`config.mk`:
```
export PLATFORM = sky130hd
export DESIGN_NAME = alu_sequencer
export DESIGN_NICKNAME = d
export VERILOG_FILES = /design/src/rtl/alu_seq_pkg.sv /design/src/rtl/alu_sequencer_cs_decode.sv /design/src/rtl/alu_sequencer.sv
export SDC_FILE = /design/constraint.sdc
export NUM_CORES = 1
export LEC_CHECK = 0
export BUFFER_PORTS_ARGS = -buffer_cell sky130_fd_sc_hd__buf_4
export CAP_MARGIN = 10
export CELL_PAD_IN_SITES_DETAIL_PLACEMENT = 0
export CELL_PAD_IN_SITES_GLOBAL_PLACEMENT = 1
export CORE_ASPECT_RATIO = 1.75
export CORE_MARGIN = 4
export CORE_UTILIZATION = 34
export DETAILED_ROUTE_END_ITERATION = 6
export MAX_ROUTING_LAYER = met4
export PLACE_DENSITY = 0.83
export SKIP_CTS_REPAIR_TIMING = 1
export SYNTH_ARGS = -nofsm -noshare
export SYNTH_HDL_FRONTEND = slang
export SYNTH_SLANG_ARGS = --single-unit
```
`constraint.sdc`:
```
create_clock -name CLK -period 2.4 [get_ports CLK]
set_input_delay 0.12 -clock CLK [delete_from_list [all_inputs] [get_ports CLK]]
set_output_delay 0.12 -clock CLK [all_outputs]
set_load 0.05 [all_outputs]
```
`src/rtl/alu_seq_pkg.sv`:
```
`default_nettype none
// ============================================================================
// Module   : alu_seq_pkg
// Contents : Control-word bit map, opcode/state enums, opcode helpers.
// Revision : 1.0 - initial release
// ============================================================================
package alu_seq_pkg;

    localparam int ADD          = 0;
    localparam int COMP         = 1;
    localparam int SUB          = 2;
    localparam int XORR         = 3;
    localparam int ANDD         = 4;
    localparam int ORR          = 5;
    localparam int ACC_IN       = 6;
    localparam int ACC_OUT      = 7;
    localparam int REG_OUT_BASE = 8;
    localparam int REG_IN_BASE  = 16;
    localparam int IMM_OUT      = 24;
    localparam int Z_OUT        = 25;
    localparam int FLAG_OUT     = 26;

    localparam logic [3:0] SRC_IMM = 4'd8;

    typedef enum logic [2:0] {
        OP_ADD    = 3'd0,
        OP_COMP   = 3'd1,
        OP_SUB    = 3'd2,
        OP_XOR    = 3'd3,
        OP_AND    = 3'd4,
        OP_OR     = 3'd5,
        OP_STORE  = 3'd6,
        OP_RDFLAG = 3'd7
    } opcode_e;

    typedef enum logic [1:0] {
        ST_IDLE = 2'd0,
        ST_EXEC = 2'd1,
        ST_WB   = 2'd2,
        ST_ERR  = 2'd3
    } state_e;

    // Opcodes that read a source operand (and can therefore have an illegal src)
    function automatic logic uses_src(input opcode_e op);
        return (op <= OP_OR);
    endfunction

    // Opcodes that need an accumulator write-back T-state
    function automatic logic needs_wb(input opcode_e op);
        return (op <= OP_OR) && (op != OP_COMP);
    endfunction

endpackage
`default_nettype wire

```
`src/rtl/alu_sequencer_cs_decode.sv`:
```
`default_nettype none
// ============================================================================
// Module   : cs_decode
// Contents : Maps {next state, opcode, src, dst} to the one-hot control word.
// Revision : 1.0 - initial release
// ============================================================================
module cs_decode
    import alu_seq_pkg::*;
#(
    parameter int SZ = 28
) (
    input  state_e        i_next_state,
    input  opcode_e       i_opcode,
    input  logic [3:0]    i_src,
    input  logic [2:0]    i_dst,
    output logic [SZ-1:0] o_cs
);

    logic [7:0] w_src_oh;
    logic [7:0] w_dst_oh;
    logic [5:0] w_func_oh;

    always_comb begin
        w_src_oh  = 8'b1 << i_src[2:0];
        w_dst_oh  = 8'b1 << i_dst;
        w_func_oh = 6'b1 << i_opcode;
        o_cs      = '0;
        case (i_next_state)
            ST_EXEC: begin
                case (i_opcode)
                    OP_STORE: begin
                        o_cs[ACC_OUT]            = 1'b1;
                        o_cs[REG_IN_BASE +: 8]   = w_dst_oh;
                    end
                    OP_RDFLAG: begin
                        o_cs[FLAG_OUT] = 1'b1;
                        o_cs[ACC_IN]   = 1'b1;
                    end
                    default: begin
                        o_cs[ADD +: 6] = w_func_oh;
                        // Illegal sources never reach EXEC, so only r0-r7 / imm remain
                        if (i_src == SRC_IMM)
                            o_cs[IMM_OUT] = 1'b1;
                        else if (!i_src[3])
                            o_cs[REG_OUT_BASE +: 8] = w_src_oh;
                    end
                endcase
            end
            ST_WB: begin
                o_cs[Z_OUT]  = 1'b1;
                o_cs[ACC_IN] = 1'b1;
            end
            default: o_cs = '0;
        endcase
    end

endmodule
`default_nettype wire

```
`src/rtl/alu_sequencer.sv`:
```
`default_nettype none
// ============================================================================
// Module   : alu_sequencer
// Contents : T-state FSM driving the ALU datapath control word, with retire count.
// Revision : 1.0 - initial release
// ============================================================================
module alu_sequencer
    import alu_seq_pkg::*;
#(
    parameter int SZ    = 28,
    parameter int CNT_W = 16
) (
    input  logic             CLK,
    input  logic             RST,
    input  logic             op_valid,
    output logic             op_ready,
    input  logic [2:0]       opcode,
    input  logic [3:0]       src,
    input  logic [2:0]       dst,
    output logic [SZ-1:0]    CS_bus,
    output logic             done,
    output logic             err,
    output logic [CNT_W-1:0] retired
);

    state_e           r_state;
    opcode_e          r_opcode;
    logic [3:0]       r_src;
    logic [2:0]       r_dst;
    logic [SZ-1:0]    r_cs;
    logic             r_done;
    logic             r_err;
    logic [CNT_W-1:0] r_retired;

    state_e           w_next_state;
    opcode_e          w_in_opcode;
    opcode_e          w_dec_opcode;
    logic [3:0]       w_dec_src;
    logic [2:0]       w_dec_dst;
    logic             w_xfer;
    logic             w_illegal;
    logic             w_done_next;
    logic             w_err_next;
    logic [SZ-1:0]    w_cs;

    assign op_ready = (r_state == ST_IDLE) & ~RST;
    assign CS_bus   = r_cs;
    assign done     = r_done;
    assign err      = r_err;
    assign retired  = r_retired;

    always_comb begin
        w_xfer       = op_valid & op_ready;
        w_in_opcode  = opcode_e'(opcode);
        w_illegal    = uses_src(w_in_opcode) && (src > SRC_IMM);
        w_next_state = r_state;
        w_done_next  = 1'b0;
        w_err_next   = 1'b0;
        // Decode the live inputs on the transfer edge, the captured copy afterwards
        w_dec_opcode = r_opcode;
        w_dec_src    = r_src;
        w_dec_dst    = r_dst;
        case (r_state)
            ST_IDLE: begin
                if (w_xfer) begin
                    w_dec_opcode = w_in_opcode;
                    w_dec_src    = src;
                    w_dec_dst    = dst;
                    if (w_illegal) begin
                        w_next_state = ST_ERR;
                        w_err_next   = 1'b1;
                    end else begin
                        w_next_state = ST_EXEC;
                        w_done_next  = ~needs_wb(w_in_opcode);
                    end
                end
            end
            ST_EXEC: begin
                if (needs_wb(r_opcode)) begin
                    w_next_state = ST_WB;
                    w_done_next  = 1'b1;
                end else begin
                    w_next_state = ST_IDLE;
                end
            end
            default: w_next_state = ST_IDLE;
        endcase
    end

    cs_decode #(
        .SZ (SZ)
    ) u_cs_decode (
        .i_next_state (w_next_state),
        .i_opcode     (w_dec_opcode),
        .i_src        (w_dec_src),
        .i_dst        (w_dec_dst),
        .o_cs         (w_cs)
    );

    always_ff @(posedge CLK) begin
        if (RST) begin
            r_state   <= ST_IDLE;
            r_opcode  <= OP_ADD;
            r_src     <= 4'd0;
            r_dst     <= 3'd0;
            r_cs      <= '0;
            r_done    <= 1'b0;
            r_err     <= 1'b0;
            r_retired <= '0;
        end else begin
            r_state   <= w_next_state;
            r_cs      <= w_cs;
            r_done    <= w_done_next;
            r_err     <= w_err_next;
            r_retired <= r_retired + {{(CNT_W-1){1'b0}}, r_done};
            if (w_xfer) begin
                r_opcode <= w_in_opcode;
                r_src    <= src;
                r_dst    <= dst;
            end
        end
    end

endmodule
`default_nettype wire
```
==> metrics.md <==
| Metric | Value |
|---|---|
| Post-Synth Simple-Gate Area | about a quarter |
| Die height | between 100 and 150 um |
| Max Fclk | 428 MHz |
| Comb pwr share | a little under a tenth |
| Total CTS buffers | 9 |
| Sequential fraction of the synthesis area | 52.3% |
| Crit start category | register |
| Main combinational cell family by area after synthesis | simple AND/OR/NAND/NOR gates |
| DRC | 0 |
| Clock tree buffer depth | 2 |
| CTS tree | built |
| Critical path class | reg2reg |
| Port Buf Inserts | 58 |
| Post-synthesis mux area share | between 3 and 4% |
| Crit path DAT | 2.60 ns |
| Largest net degree at the start of global routing | 33 |
| Outcome | complete, no violations |
| Worst-margin pin slew | about 0.6 ns |
| Commonest non-fill, non-tap cell in the layout | buf_4 |
| First-pass GRT wire length | ~8000 um |
| Warnings from Yosys | 0 |
| I/O pin total | 60 |
| Vias in the first global route | 1826 |
| Initial core utilization | 35.0% |
| Setup TNS | 0 ns |
| Clk sinks | 57 |
| P_int | 1.60 mW |
| Syn nets | approximately 250 |
| Worst path required time | about 2.7 ns |
| Std-Cell Rows | 38 |
| VDD IR-drop max | roughly 0.00029 V |
| Ant diodes | 0 |
| Post-synthesis compound-gate area fraction | 7.97% |
| Die ar. | 7810 um2 |
| P&R area growth vs syn | 39.8% |
| XOR/XNOR Fraction of Synth Area | 4.82% |
| Worst hold path class | in2reg |
| Final global-route overflow total | 0 |
| H-tree levels | 3 |
| Design Power | between 2 and 2.5 mW |
| Final-report hold violation count | 0 |
| Initial antenna violation count | 0 |
| Pwr per Cell Area | 688 nW/um2 |
| Net Sw Power | 0.494 mW |
| Placed Cells incl. Taps | ~370 |
| Final worst path period share | 97.4% |
| Kind of end point of the critical path | register |
| Worst-skew pair later-pin latency | 0.33 ns |
| Core footprint | 6230 um2 |
| Via count | between 1500 and 2000 |
| Leakage | 1.27 nW |
| Reg2Reg Depth | 8 |
| Final setup fails | 0 |
| Worst-path clk slew | approximately 0.060 ns |
| Antenna Nets Post-Route | 0 |
| Final HPWL DP | around 3600 um |
| Commonest cells after routing, fill and taps aside | 67 x buf_4, 56 x dfxtp_1, 29 x nor2_1 |
| Final hold slack | between 0.05 and 0.06 ns |
| Die Wd | between 60 and 70 um |
| # Max-Cap Violations | 0 |
| Fin crit period | about 2.3 ns |
| Clock Tree Root | clkbuf_8 |
| #FFs+latches synth | 57 |
| Vias per Instance | a little under 5 |
| Count of nets after finishing | 323 |
| Synth Cell Area | roughly 2200 um2 |
| Non-filler cells, final | approximately 400 |
| Routed wire length | about 5100 um |
| Max_slew headroom | roughly three fifths |
| Hold path cells | 3 |
| TritonRoute pass-1 iters | 5 |
| GRT Total Usage | 14.1% |
| Unique cell type count in the Yosys netlist | 42 |
| Post-synthesis cell count | 236 |
| Syn Area/Cell | just over 9 um2 |
| Switching part of the total | between 20% and 30% |
| DR iter-0 viols | a little under 80 |
| Wirelength per Cell | roughly 13 um |
| CP max FO | 5 |
| Clock network power share | between 40% and 50% |
| Skew final | between 0.006 and 0.007 ns |
| Final Max Slew Viols | 0 |
| Sequential cell fraction of total power | a little under half |
| Layout cells sized above 1 | 32.5% |
| Post-Synth Adder-Cell Area | under 10% |
| GPL Wtd Cong | about 0.83 |
[through the flow]
step / area, um2 / utilization, % / setup WS (ns)
finish: 3050 / 49.0 / 0.0627
global placement: 2740 / 44.0 / 0.0483
CTS: 2950 / 47.3 / -0.0568
floorplan: 2180 / - / 0.0194
global route: 3050 / 49.0 / -0.00299
detailed placement: 2740 / 44.0 / -0.0411
[Yosys cell counts]
master | instances | area [um2]
and4b_1 | 1 | 10.0
o21ai_0 | 2 | 10.0
ha_1 | 4 | 50.1
o311ai_0 | 2 | 17.5
nand2b_1 | 1 | 6.26
clkbuf_1 | 4 | 15.0
or4b_2 | 1 | 10.0
buf_6 | 1 | 11.3
a31oi_1 | 10 | 62.6
buf_2 | 2 | 10.0
a21oi_1 | 6 | 30.0
nor2b_1 | 4 | 25.0
o22ai_1 | 1 | 6.26
o21ba_2 | 2 | 20.0
nand4b_1 | 1 | 8.76
nor2_1 | 29 | 109
a21bo_2 | 1 | 10.0
nor4b_2 | 1 | 15.0
nor4_1 | 2 | 12.5
buf_1 | 1 | 3.75
or3b_2 | 1 | 8.76
buf_4 | 1 | 7.51
dfxtp_1 | 57 | 1140
a211o_1 | 1 | 8.76
nor4b_1 | 1 | 8.76
mux2_2 | 2 | 22.5
or3_1 | 1 | 6.26
nor3_1 | 23 | 115
xnor2_1 | 5 | 43.8
inv_1 | 9 | 33.8
inv_2 | 1 | 3.75
nor3b_1 | 4 | 30.0
mux2i_1 | 5 | 50.1
and2_1 | 1 | 6.26
a31o_2 | 1 | 8.76
nand3_1 | 6 | 30.0
and4_1 | 2 | 17.5
nand2_1 | 25 | 93.8
xor2_1 | 7 | 61.3
nand4_1 | 5 | 31.3
conb_1 | 1 | 3.75
and2_0 | 1 | 6.26
[cell families after synthesis]
| logic type | after synthesis |
|---|---|
| AND/OR/NAND/NOR | 110 |
| AO/OA/AOI/OAI | 26 |
| adder cells (fa/ha/maj) | 4 |
| XOR/XNOR | 12 |
| flip-flops | 57 |
| buffers and inverters | 19 |
| multiplexers | 7 |
| other | 1 |
[routing by layer]
metal / track usage [%] / routed length, um
met1: 14.6 / 2100
met2: 23.0 / 2690
met3: 3.74 / 230
met4: 8.10 / 108
met5: - / 0
[worst paths after layout]
kind | start | endpoint | slack, ns
hold reg to reg | r_dst[1] | r_dst[1] | 0.51
setup / recovery | r_opcode[1] | CS_bus[18] | 0.06
setup reg to reg | r_opcode[1] | CS_bus[18] | 0.06
hold / removal | dst[1] | r_dst[1] | 0.06
[area by class of cell]
cell class                 count  area (um2)
sequential                    57        1140
tap                           80         100
timing repair buffer          67         503
inverter                      10        37.5
multi-input combinational    161        1060
clock buffer                  14         173
fill                         618        3180
clock inverter                 2        35.0
[power by group through the flow]
stage | clock network (mW) | registers [mW] | logic, mW
5_1_grt | 0.980 | 0.981 | 0.218
3_5_place_dp | 0 | 0.999 | 0.187
4_1_cts | 0.939 | 0.978 | 0.188
2_1_floorplan | 0 | 1.02 | 0.0973
6_report | 0.917 | 0.979 | 0.201
3_3_place_gp | 0 | 0.998 | 0.187
[registers in the layout, indices dropped and copies added (netlist names)]
name	flops
CS_bus	27
retired	16
r_src	4
r_dst	3
r_opcode	3
r_state	2
done	1
err	1
[worst max-delay path: stages, from the launching register on]
cell      delay [ns]
dfxtp_4         0.36
or3b_2          0.45
and4b_1         0.21
o21ba_4         0.24
ha_4            0.14
nor2b_4         0.17
o311ai_4        0.14
a211o_4         0.42
nor3_2          0.16
(Power assumes the default switching activity.)
